===== src/rtl/print_pkg.sv =====
// Shared definitions for the print-job engine: FSM state encoding and the
// full-tank level helper.
package print_pkg;

  typedef enum logic [2:0] {
    ST_IDLE  = 3'd0,
    ST_CHECK = 3'd1,
    ST_PRINT = 3'd2,
    ST_STALL = 3'd3,
    ST_DONE  = 3'd4
  } state_t;

  // Full tank level for a tank of the given width (all ones).
  function automatic int unsigned ink_full(input int unsigned bits);
    return (32'd1 << bits) - 32'd1;
  endfunction

endpackage


===== src/rtl/ink_tank.sv =====
// One ink channel: holds the tank level, refills to full on request and
// drops by one unit when a page consumes from it.
module ink_tank
  import print_pkg::*;
#(
  parameter int INK_BITS = 4
) (
  input  logic                clk,
  input  logic                reset,
  input  logic                refill,
  input  logic                consume,
  output logic [INK_BITS-1:0] level,
  output logic                empty
);

  localparam logic [INK_BITS-1:0] INK_FULL = INK_BITS'(ink_full(INK_BITS));

  logic [INK_BITS-1:0] level_q;
  logic [INK_BITS-1:0] level_d;

  // Next level: refill wins over consume; never wraps below zero.
  always_comb begin
    level_d = level_q;
    if (refill) begin
      level_d = INK_FULL;
    end else if (consume && (level_q != '0)) begin
      level_d = level_q - INK_BITS'(1);
    end
  end

  // Level register, reset to a full tank.
  always_ff @(posedge clk) begin
    if (reset) begin
      level_q <= INK_FULL;
    end else begin
      level_q <= level_d;
    end
  end

  assign level = level_q;
  assign empty = (level_q == '0);

endmodule


===== src/rtl/print_job_engine.sv =====
// Print-job controller. Accepts a job (page count + ink mask) over a
// valid/ready handshake and walks it page by page: CHECK reserves one unit of
// every selected ink, PRINT spends PAGE_CYCLES cycles on the page, STALL waits
// for empty selected tanks to be refilled.
//
// Handshake: a job transfers on a rising edge where job_valid and job_ready
// are both high; job_pages/job_mask are captured on that edge. job_ready
// depends only on state and prendido, never on job_valid.
module print_job_engine
  import print_pkg::*;
#(
  parameter int NUM_INKS    = 4,
  parameter int INK_BITS    = 4,
  parameter int PAGE_BITS   = 3,
  parameter int PAGE_CYCLES = 4
) (
  input  logic                         clk,
  input  logic                         reset,
  input  logic                         prendido,
  input  logic                         job_valid,
  output logic                         job_ready,
  input  logic [PAGE_BITS-1:0]         job_pages,
  input  logic [NUM_INKS-1:0]          job_mask,
  input  logic                         abort,
  input  logic [NUM_INKS-1:0]          refill,
  output logic                         printing,
  output logic                         stalled,
  output logic                         page_done,
  output logic                         job_done,
  output logic [PAGE_BITS-1:0]         pages_left,
  output logic [NUM_INKS-1:0]          ink_empty,
  output logic [NUM_INKS*INK_BITS-1:0] ink_level,
  output logic [2:0]                   state_dbg
);

  localparam int CNT_W = (PAGE_CYCLES > 1) ? $clog2(PAGE_CYCLES) : 1;
  localparam logic [CNT_W-1:0] CNT_LOAD = CNT_W'(PAGE_CYCLES - 1);

  state_t               state_q, state_d;
  logic [CNT_W-1:0]     cnt_q, cnt_d;
  logic [PAGE_BITS-1:0] pages_q, pages_d;
  logic [NUM_INKS-1:0]  mask_q, mask_d;
  logic [NUM_INKS-1:0]  consume;
  logic                 masked_empty;
  logic                 stall_clear;

  // A selected tank is empty right now.
  assign masked_empty = |(mask_q & ink_empty);
  // Every selected tank is nonzero or being refilled on this edge, so the
  // stall can be left without waiting a cycle for the new level to show.
  assign stall_clear  = ((mask_q & ink_empty & ~refill) == '0);

  // State register plus job datapath (page count, cycle counter, mask).
  always_ff @(posedge clk) begin
    if (reset) begin
      state_q <= ST_IDLE;
      cnt_q   <= '0;
      pages_q <= '0;
      mask_q  <= '0;
    end else begin
      state_q <= state_d;
      cnt_q   <= cnt_d;
      pages_q <= pages_d;
      mask_q  <= mask_d;
    end
  end

  // Next-state and datapath update: abort beats the power freeze.
  always_comb begin
    state_d = state_q;
    cnt_d   = cnt_q;
    pages_d = pages_q;
    mask_d  = mask_q;
    consume = '0;
    if (abort && (state_q != ST_IDLE)) begin
      state_d = ST_IDLE;
      pages_d = '0;
      cnt_d   = '0;
    end else if (prendido) begin
      case (state_q)
        ST_IDLE: begin
          if (job_valid) begin
            mask_d  = job_mask;
            pages_d = job_pages;
            if ((job_pages == '0) || (job_mask == '0)) begin
              state_d = ST_DONE;
            end else begin
              state_d = ST_CHECK;
            end
          end
        end
        ST_CHECK: begin
          if (masked_empty) begin
            state_d = ST_STALL;
          end else begin
            consume = mask_q;
            cnt_d   = CNT_LOAD;
            state_d = ST_PRINT;
          end
        end
        ST_PRINT: begin
          if (cnt_q == '0) begin
            pages_d = pages_q - PAGE_BITS'(1);
            state_d = (pages_q == PAGE_BITS'(1)) ? ST_DONE : ST_CHECK;
          end else begin
            cnt_d = cnt_q - CNT_W'(1);
          end
        end
        ST_STALL: begin
          if (stall_clear) begin
            state_d = ST_CHECK;
          end
        end
        ST_DONE: begin
          pages_d = '0;
          state_d = ST_IDLE;
        end
        default: begin
          state_d = ST_IDLE;
        end
      endcase
    end
  end

  // Moore outputs decoded from the (possibly frozen) state.
  always_comb begin
    job_ready  = (state_q == ST_IDLE) && prendido;
    printing   = (state_q == ST_PRINT);
    stalled    = (state_q == ST_STALL);
    page_done  = (state_q == ST_PRINT) && (cnt_q == '0);
    job_done   = (state_q == ST_DONE);
    pages_left = pages_q;
    state_dbg  = state_q;
  end

  for (genvar i = 0; i < NUM_INKS; i++) begin : g_tank
    ink_tank #(
      .INK_BITS(INK_BITS)
    ) u_tank (
      .clk    (clk),
      .reset  (reset),
      .refill (refill[i]),
      .consume(consume[i]),
      .level  (ink_level[i*INK_BITS +: INK_BITS]),
      .empty  (ink_empty[i])
    );
  end

endmodule


===== config.mk =====
export PLATFORM = sky130hd
export DESIGN_NAME = print_job_engine
export DESIGN_NICKNAME = d
export VERILOG_FILES = /design/src/rtl/print_pkg.sv /design/src/rtl/ink_tank.sv /design/src/rtl/print_job_engine.sv
export SDC_FILE = /design/constraint.sdc
export NUM_CORES = 1
export LEC_CHECK = 0
export CAP_MARGIN = 20
export CORE_MARGIN = 4
export CORE_UTILIZATION = 25
export DETAILED_ROUTE_END_ITERATION = 16
export SYNTH_ARGS = -nofsm -noshare
export SYNTH_HDL_FRONTEND = slang
export SYNTH_SLANG_ARGS = --single-unit

===== constraint.sdc =====
create_clock -name clk -period 1.6 [get_ports clk]
set_input_delay 0.16 -clock clk [delete_from_list [all_inputs] [get_ports clk]]
set_output_delay 0.16 -clock clk [all_outputs]
set_load 0.01 [all_outputs]

# Word-level counts from Yosys, hierarchy flattened
# Cells that the tools add are included.
[classes]
muxes = 17
n_bitwise = 4
n_reduce_logical = 34
eq_ne = 10
addsub = 6
[op_table]
columns = ["op", "count"]
rows = [
  ["logical NOT 4 bit", 6],
  ["two-way mux 3 bit", 7],
  ["two-way mux 4 bit", 4],
  ["AND reduction 4 bit", 4],
  ["nonzero test 4 bit", 4],
  ["subtractor 4 x 1 -> 4 bit (second input constant)", 4],
  ["one-hot mux 3 bit (4 select lines)", 1],
  ["OR reduction 2 bit", 5],
  ["one-hot mux 3 bit (3 select lines)", 1],
  ["AND 4 bit", 2],
  ["logical AND 1 bit", 7],
  ["== test 3 x 1 -> 1 bit (second input constant)", 2],
  ["== test 3 x 2 -> 1 bit (second input constant)", 2],
  ["logical NOT 3 bit", 2],
  ["inequality test 2 bit (second input constant)", 3],
  ["nonzero test 3 bit", 2],
  ["two-way mux 2 bit", 2],
  ["inequality test 2 x 1 -> 1 bit (second input constant)", 2],
  ["NOT 4 bit", 1],
  ["one-hot mux 2 bit (2 select lines)", 1],
  ["OR reduction 4 bit", 1],
  ["== test 3 bit (second input constant)", 1],
  ["subtractor 3 x 1 -> 3 bit (second input constant)", 1],
  ["logical NOT 2 bit", 1],
  ["5 further kinds", 5],
]
[totals]
output_inout_bits = 31
input_bits = 16
register_bits = 28
elab_cells = 79

# Depth between registers and ports, before layout
# Gate-level depths: netlist of run 1.
[depth]
depth_word = 8
mapped_depth = 7
mapped_depth_nobuf = 6

# Cells and area by module
# Synthesis of run 1 repeated with hierarchy kept, for this count alone.
[unflattened]
hier_cells = 201
hier_area_um2 = 1685.4
[modules_own_cells]
columns = ["mod", "seq_area_each_um2", "n_inst", "cells_per_inst", "area_per_inst_um2"]
rows = [
  ["print_job_engine", 240.2, 1, 105, 884.6],
  ["ink_tank", 80.1, 4, 24, 200.2],
]

# Least setup slack after synthesis of run 1
# Ideal clock, no wire load.
[synth_path]
path_kind = "register to register"
start = "register g_tank[0].u_tank.level_q[0]"
end = "register g_tank[1].u_tank.level_q[3]"
stages_incl_launch_ff = 7
synth_period_minus_slack_ns = 1.704
required_ns = 1.538
n_path_buf = 0
setup_ns = 0.062
t_arrival_ns = 1.642
slack_ns = -0.104
path_cell_list = "dfxtp_1 -> inv_1 -> ha_1 -> nand4bb_1 -> nand4_2 -> or4_1 -> nand3_1"
[synth_via]
elab_chain_cells = 8
[synth_lines]
columns = ["element", "line_no", "rtl"]
rows = [
  ["from (decl)", "ink_tank.sv:18", "logic [INK_BITS-1:0] level_q;"],
  ["from (signal assigned)", "ink_tank.sv:36", "level_q <= level_d;"],
  ["logical NOT 4 bit", "ink_tank.sv:41", "assign empty = (level_q == '0);"],
  ["AND 4 bit", "print_job_engine.sv:48", "assign masked_empty = |(mask_q & ink_empty);"],
  ["OR reduction 4 bit", "print_job_engine.sv:48", ""],
  ["two-way mux 4 bit", "print_job_engine.sv:93", "if (masked_empty) begin"],
  ["two-way mux 4 bit", "print_job_engine.sv:80", "case (state_q)"],
  ["two-way mux 4 bit", "print_job_engine.sv:79", "end else if (prendido) begin"],
  ["two-way mux 4 bit", "print_job_engine.sv:75", "if (abort && (state_q != ST_IDLE)) begin"],
  ["logical AND 1 bit", "ink_tank.sv:26", "end else if (consume && (level_q != '0)) begin"],
  ["to (signal assigned)", "ink_tank.sv:36", ""],
  ["to (decl)", "ink_tank.sv:18", ""],
]
# No other way between the ends.
# A chain may end at the register's enable or synchronous reset.

# Worst setup path in the final report of run 1
[layout_path]
start = "register g_tank[1].u_tank.level_q[0]"
end = "register g_tank[1].u_tank.level_q[3]"
[layout_via]
elab_chain_cells = 8
elab_cells_between_ends = 10
cone_classes = "1 x add/sub; 4 x mux; 1 x bitwise; 4 x reduce/logical"
[layout_lines]
columns = ["element", "line_no"]
rows = [
  ["logical NOT 4 bit", "ink_tank.sv:41"],
  ["AND 4 bit", "print_job_engine.sv:48"],
  ["OR reduction 4 bit", "print_job_engine.sv:48"],
  ["two-way mux 4 bit", "print_job_engine.sv:93"],
  ["two-way mux 4 bit", "print_job_engine.sv:80"],
  ["two-way mux 4 bit", "print_job_engine.sv:79"],
  ["two-way mux 4 bit", "print_job_engine.sv:75"],
  ["logical AND 1 bit", "ink_tank.sv:26"],
]
# Several ways; a longest one is shown, not always the timed one.

==> run_results.csv, run 1 <==
group,metric,value,unit
timing,rsz0062_at_grt,"true",
timing,worst_slew_pin_slew,0.404,ns
synth,syn_area,1810,µm²
synth,yosys.cell_types.count,46,
pwr,p_per_area,574,nW/µm²
clock_tree,cts_tree,"yes",
timing,fmax,618,MHz
pwr,max-vdd-ir-drop,0.000304,V
floorplanning,die_height,93.1,µm
placed_design,port_buffers,46,
synth,synthCells,218,
clock_tree,cts.sinks,28,
global_routing,antenna_found_initial,0,
routing,wire_per_inst,13.7,µm
worst_setup_path,cp_data_arrival_time,1.85,ns
routing,vias,1980,
pwr,total_power,1.74,mW
global_routing,grt_pass1_wl,8800,µm
cells_and_area,nets,338,
routing,ant_nets,0,
global_routing,grt.overflow.total,0,
routing,drc_errors,0,
worst_setup_path,critPathCaptureType,"flop",
routing,drt_iter0_drc,59,
timing,setup_violations,3,
clock_tree,cts_made_buffers,3,
worst_setup_path,critPathRequiredTime,1.83,ns
timing,fin_crit,1.62,ns
clock_tree,worst_skew_pair.late_latency,0.28,ns
cells_and_area,final_common_cell,"buf_4",
worst_setup_path,cp_cell_sequence,"inv_2 > ha_4 > nor3b_4 > nand3b_1 > or4_1 > nand3_1",
synth,synth_fp_nets,245,
timing,final_hold_viol_count,0,
worst_setup_path,critical_path.slowest_cell,"or4_1",
clock_tree,cts.clk_slew.worst_paths,0.11,ns
worst_setup_path,path_max_fanout,5,
timing,slew_viol_final,0,
clock_tree,clockBufferDepth,2,
synth,ys_seq_area_share,31.0,%
timing,finClkSkew,0.0112,ns
synth,yosysWarnings,0,
floorplanning,row_count,30,
job,drv_cap,0,
routing,avgViaCountPerCell,4.88,
worst_setup_path,crit_buf_inv,1,
cells_and_area,layout-drive-gt1-share,38.4,%
synth,avgSynthCellArea,8.30,µm²
timing,worst_slack,-0.0174,ns
synth,ys_seq_elements,28,
clock_tree,cts.htree.levels,1,
placed_design,place.gp.congestion,0.781,
timing,hold_ws,0.459,ns
floorplanning,die_area,8670,µm²
timing,period_share,101,%
cells_and_area,area.growth.synth_to_final,67.3,%
floorplanning,core,6910,µm²
clock_tree,cts-root-buf,"clkbuf_8",
routing,totalWireLength,5560,µm
worst_setup_path,cp-start-kind,"flop",
min_path,hp-class,"reg2reg",
global_routing,grt_max_degree,17,
status,status,"finished with violations",
routing,firstDrtPassIters,5,
worst_setup_path,crit_family,"simple AND/OR/NAND/NOR gates",
placed_design,hpwl,4030,µm
timing,worst_slew_margin_rel,72.8,%
floorplanning,ioPinCount,47,
floorplanning,fp.dieW,93.1,µm
global_routing,first_global_vias,1880,
floorplanning,start_util,26.2,%
global_routing,track_usage,12.4,%
worst_setup_path,slowest_delay,0.54,ns
cells_and_area,n_antenna_cell,0,
worst_setup_path,worstSetupPathType,"reg2reg",
status,violations,"negative setup slack",
timing,finalSetupTns,-0.0289,ns
cells_and_area,layout_common_cells,"buf_4 (48), clkdlybuf4s50_1 (36), nand3_1 (13), dfxtp_1 (13), dfxtp_2 (12)",
pwr,leakage,1.32,nW
area by class of cell:
| class | count | area [µm²] |
|---|---|---|
| clock inverters | 1 | 30.0 |
| repair buffers | 101 | 878 |
| fillers | 701 | 3880 |
| multi-input cells | 158 | 1300 |
| inverters | 19 | 71.3 |
| flip-flops and latches | 28 | 587 |
| clock buffers | 3 | 41.3 |
| well taps | 96 | 120 |
metal layers:
| layer | GRT usage [%] | up-vias | wire, µm | part of all wire (%) |
|---|---|---|---|---|
| met1 | 17.2 | 930 | 2680 | 48 |
| li1 | - | 992 | - | - |
| met3 | 2.09 | 4 | 283 | 5.1 |
| met2 | 19.7 | 54 | 2550 | 46 |
| met4 | 3.42 | 0 | 40 | 0.72 |
| met5 | 0 | - | 0 | 0 |
sequential cells by signal, indices dropped and copies added (netlist names):
name and flops:
cnt_q 2, g_tank.u_tank.level 16, mask_q 4, pages_left 3, state_dbg 3
cells in the mapped netlist (all sizes together):
| library cell | instances | area, µm² |
|---|---|---|
| a31oi | 5 | 31.3 |
| or4 | 4 | 30.0 |
| and4 | 5 | 43.8 |
| a211oi | 2 | 15.0 |
| xnor2 | 1 | 8.76 |
| clkbuf | 6 | 23.8 |
| nand2b | 2 | 12.5 |
| o31a | 1 | 8.76 |
| o22ai | 2 | 12.5 |
| and2 | 1 | 6.26 |
| nand2 | 2 | 7.51 |
| nand4bb | 4 | 45.0 |
| inv | 19 | 71.3 |
| or3b | 4 | 35.0 |
| nor3b | 5 | 48.8 |
| o311ai | 2 | 17.5 |
| or3 | 6 | 37.5 |
| o21bai | 2 | 15.0 |
| nor2b | 5 | 31.3 |
| a21o | 3 | 22.5 |
| nor3 | 5 | 25.0 |
| mux2 | 1 | 11.3 |
| nand3b | 4 | 30.0 |
| nor4b | 1 | 8.76 |
| a21oi | 11 | 55.1 |
| a211o | 1 | 8.76 |
| dfxtp | 28 | 561 |
| ha | 11 | 138 |
| nand4b | 2 | 17.5 |
| nor2 | 10 | 37.5 |
| o31ai | 5 | 37.5 |
| and3b | 1 | 8.76 |
| buf | 7 | 43.8 |
| o21ai | 19 | 95.1 |
| nand3 | 13 | 65.1 |
| nor4 | 2 | 12.5 |
| nand4 | 6 | 50.0 |
| and3 | 5 | 31.3 |
| mux2i | 5 | 50.1 |
power by group:
group / total [mW] / leakage (nW) / switching [mW] / internal (mW)
Clock: 0.571 / 0.0357 / 0.235 / 0.335
Sequential: 0.746 / 0.226 / 0.0249 / 0.721
Combinational: 0.421 / 1.05 / 0.204 / 0.217
Total: 1.74 / 1.32 / 0.464 / 1.27
through the flow:
step           std cells  setup WS (ns)  area [µm²]  utilization, %
6_report             406        -0.0174        3030            43.9
5_1_grt              406         -0.115        3030            43.9
4_1_cts              394        0.00258        2790            40.5
3_5_place_dp         389         -0.176        2650            38.4
3_3_place_gp         389         -0.132        2650            38.4
2_1_floorplan        218      0.0000605        1820               -
logic make-up after synthesis:
| kind of cell | Yosys count | share of synthesized area (%) |
|---|---|---|
| adder cells (fa/ha/maj) | 11 | 7.60 |
| AO/OA/AOI/OAI | 53 | 17.6 |
| XOR/XNOR | 1 | 0.484 |
| buffers and inverters | 32 | 7.67 |
| flip-flops | 28 | 31.0 |
| multiplexers | 6 | 3.39 |
| AND/OR/NAND/NOR | 87 | 32.3 |
what timing repair did:
action                     CTS  global route
hold buffers                 0             0
gates cloned                 0             0
pin swaps                    2            26
buffers inserted             1            12
resized for setup           45            41
setup endpoints to repair   34            24
worst paths after layout:
check / slack (ns) / startpoint / cells past startpoint / endpoint
max reg2reg: -0.02 / g_tank[1].u_tank.level[0] / 6 / g_tank[1].u_tank.level[3]
max: -0.02 / g_tank[1].u_tank.level[0] / 6 / g_tank[1].u_tank.level[3]
min: 0.46 / cnt_q[0] / 1 / cnt_q[0]
min reg2reg: 0.46 / cnt_q[0] / 1 / cnt_q[0]
Power figures use the tool's default switching activity.
==> run 2: changes to the inputs <==
SYNTH_HIERARCHICAL = 1   (was unset)
==> run 2 against run 1 <==
Compared with the run above:
- the flow still finishes with violations (negative setup slack)
- sequential cell count unchanged
- register-to-register slack got worse by 0.46 ns
- combinational power decreased by 2%
- highest routed layer unchanged
- non-clock buffer count up 7
==> run_results.csv, run 2 <==
group,metric,value,unit
cells_and_area,final_common_cell,"buf_4",
global_routing,grt_max_degree,17,
global_routing,grt.overflow.total,0,
timing,hold_ws,0.475,ns
routing,drc_errors,0,
synth,ys.flop_type,"dfxtp_1",
floorplanning,core,6460,µm²
clock_tree,clockBufferDepth,2,
cells_and_area,area.growth.synth_to_final,82.8,%
global_routing,first_global_vias,1887,
worst_setup_path,path_max_fanout,4,
cells_and_area,largest_register_ffs,16,
placed_design,dp.cells,375,
clock_tree,cts.clk_slew.worst_paths,0.11,ns
routing,ant_nets,0,
synth,avgSynthCellArea,8.38,µm²
floorplanning,die_height,90.1,µm
placed_design,hpwl,3930,µm
min_path,hp-class,"reg2reg",
floorplanning,fp.dieW,90.1,µm
timing,setup_violations,30,
global_routing,antenna_found_initial,0,
clock_tree,cts.htree.levels,1,
worst_setup_path,worstSetupPathType,"reg2reg",
status,status,"finished with violations",
pwr,max-vdd-ir-drop,0.000334,V
routing,totalWireLength,5220,µm
clock_tree,worst_skew_pair.late_latency,0.28,ns
clock_tree,postCtsHoldBufs,0,
cells_and_area,instances_no_fill,386,
timing,worst_slew_margin_rel,75.5,%
global_routing,grt_pass1_wl,8550,µm
pwr,p_per_area,562,nW/µm²
cells_and_area,nets,333,
worst_setup_path,cp_cell_sequence,"inv_4 > ha_4 > or3b_4 > inv_4 > a22oi_2 > nand3_2 > a211oi_4 > and2_4 > nand2_2 > or3_1 > nand3_1",
timing,final_hold_viol_count,0,
clock_tree,cts_tree,"yes",
routing,firstDrtPassIters,4,
floorplanning,ioPinCount,47,
synth,yosysMostFrequentCell,"dfxtp_1",
timing,worst_slew_pin_slew,0.367,ns
routing,avgViaCountPerCell,4.78,
worst_setup_path,critical_path.slowest_cell,"dfxtp_4",
timing,rsz0062_at_grt,"true",
worst_setup_path,critPathCaptureType,"flop",
timing,worst_slack,-0.475,ns
routing,wire_per_inst,13.5,µm
floorplanning,start_util,26.1,%
job,drv_cap,0,
timing,fmax,482,MHz
synth,synthCells,201,
worst_setup_path,cp_data_arrival_time,2.30,ns
worst_setup_path,cp-start-kind,"flop",
worst_setup_path,startpoint,"g_tank[2].u_tank/level[0]",
timing,slew_viol_final,0,
timing,period_share,130,%
synth,yosys.cell_types.count,46,
synth,synth_area_leaders,"dfxtp_1 (33%), inv_1 (5.3%), ha_1 (5.2%)",
placed_design,place.gp.congestion,0.805,
clock_tree,cts_made_buffers,3,
synth,async_flop_share,0,%
synth,syn_area,1690,µm²
synth,ys_seq_area_share,33.3,%
synth,synth_fp_nets,224,
timing,finClkSkew,0.00597,ns
pwr,leakage,1.43,nW
worst_setup_path,slowest_delay,0.37,ns
timing,fin_crit,2.08,ns
cells_and_area,fillers,601,
synth,synth_top_area_share,33.3,%
status,violations,"negative setup slack",
synth,yosysWarnings,6,
worst_setup_path,cpMostUsedCell,"inv_4",
floorplanning,row_count,29,
placed_design,port_buffers,46,
cells_and_area,layout_common_cells,"buf_4 (53), clkdlybuf4s50_1 (39), dfxtp_1 (17)",
routing,drt_iter0_drc,94,
synth,ys_seq_elements,28,
cells_and_area,n_antenna_cell,0,
clock_tree,cts-root-buf,"clkbuf_8",
worst_setup_path,critPathRequiredTime,1.83,ns
synth,yosys.area.top_type,"dfxtp_1",
global_routing,track_usage,12.4,%
floorplanning,die_area,8120,µm²
synth,synth_commonest_cells,"dfxtp_1 (28), inv_1 (24), a21oi_1 (15), nand2_1 (15), nor2_1 (13)",
clock_tree,cts.sinks,28,
synth,synth_edf_count,0,
min_path,min-delay-start,"cnt_q[1]",
worst_setup_path,r2r_start,"g_tank[2].u_tank/level[0]",
cells_and_area,layout-drive-gt1-share,47.9,%
routing,vias,1844,
-- run 2: worst max-delay path: cells and delay by family (launching register included) --
| family | cells | cell delay (ns) |
|---|---|---|
| simple gates | 6 | 1.05 |
| compound gates | 2 | 0.40 |
| flops | 1 | 0.37 |
| fa+ha+maj | 1 | 0.14 |
| buf+inv | 2 | 0.06 |
-- run 2: routing by layer --
layer  vias to the layer above  GRT usage, %  wire length (µm)
met4                         0          3.44                59
met5                         -             0                 0
met2                        37          21.7              2570
li1                        932             -                 -
met3                         5          1.59               142
met1                       870          16.0              2450
-- run 2: path summary, 6_finish.rpt --
check / to / cells past startpoint / slack (ns)
max reg2reg: g_tank[3].u_tank/level[2] / 11 / -0.48
min: cnt_q[1] / 1 / 0.48
min reg2reg: cnt_q[1] / 1 / 0.48
max: g_tank[3].u_tank/level[2] / 11 / -0.48
-- run 2: through the flow --
step           utilization, %  setup WS, ns  TNS (ns)  power (mW)  area (µm²)
2_1_floorplan               -        -0.441     -5.85       0.944        1830
3_3_place_gp             42.7        -0.431     -7.59        1.12        2760
3_5_place_dp             42.7        -0.521     -8.73        1.13        2760
4_1_cts                  46.6        -0.491     -8.81        1.73        3010
5_1_grt                  47.7        -0.621    -11.63        1.81        3080
6_report                 47.7        -0.475     -8.58        1.73        3080
-- run 2: layout make-up --
class | count | area, µm² | area share (%)
clock buffer | 3 | 41.3 | 1.34
sequential | 28 | 589 | 19.1
clock inverter | 1 | 30.0 | 0.975
tap | 77 | 96.3 | 3.13
timing repair buffer | 108 | 960 | 31.2
multi-input combinational | 144 | 1250 | 40.6
inverter | 25 | 114 | 3.70
-- run 2: cell families (layout without fill, tap and decap cells) --
group	after synthesis	count (layout)	synth area share, %
simple gates	81	81	29.9
compound gates	50	50	19.9
buf+inv	29	137	8.09
flops	28	28	33.3
fa+ha+maj	7	7	5.20
mux	6	6	3.64
-- run 2: power by group --
group / switching (mW) / leakage [nW] / internal, mW / total [mW]
Clock: 0.245 / 0.0357 / 0.336 / 0.580
Sequential: 0.0245 / 0.227 / 0.713 / 0.738
Combinational: 0.194 / 1.16 / 0.219 / 0.414
-- run 2: timing repair --
| item | 4_1_cts | 5_1_grt |
|---|---|---|
| pin swaps | 16 | 5 |
| setup buffers | 8 | 5 |
| gates resized for setup | 56 | 17 |
| cloned | 0 | 0 |
| endpoints found under the setup margin | 34 | 40 |
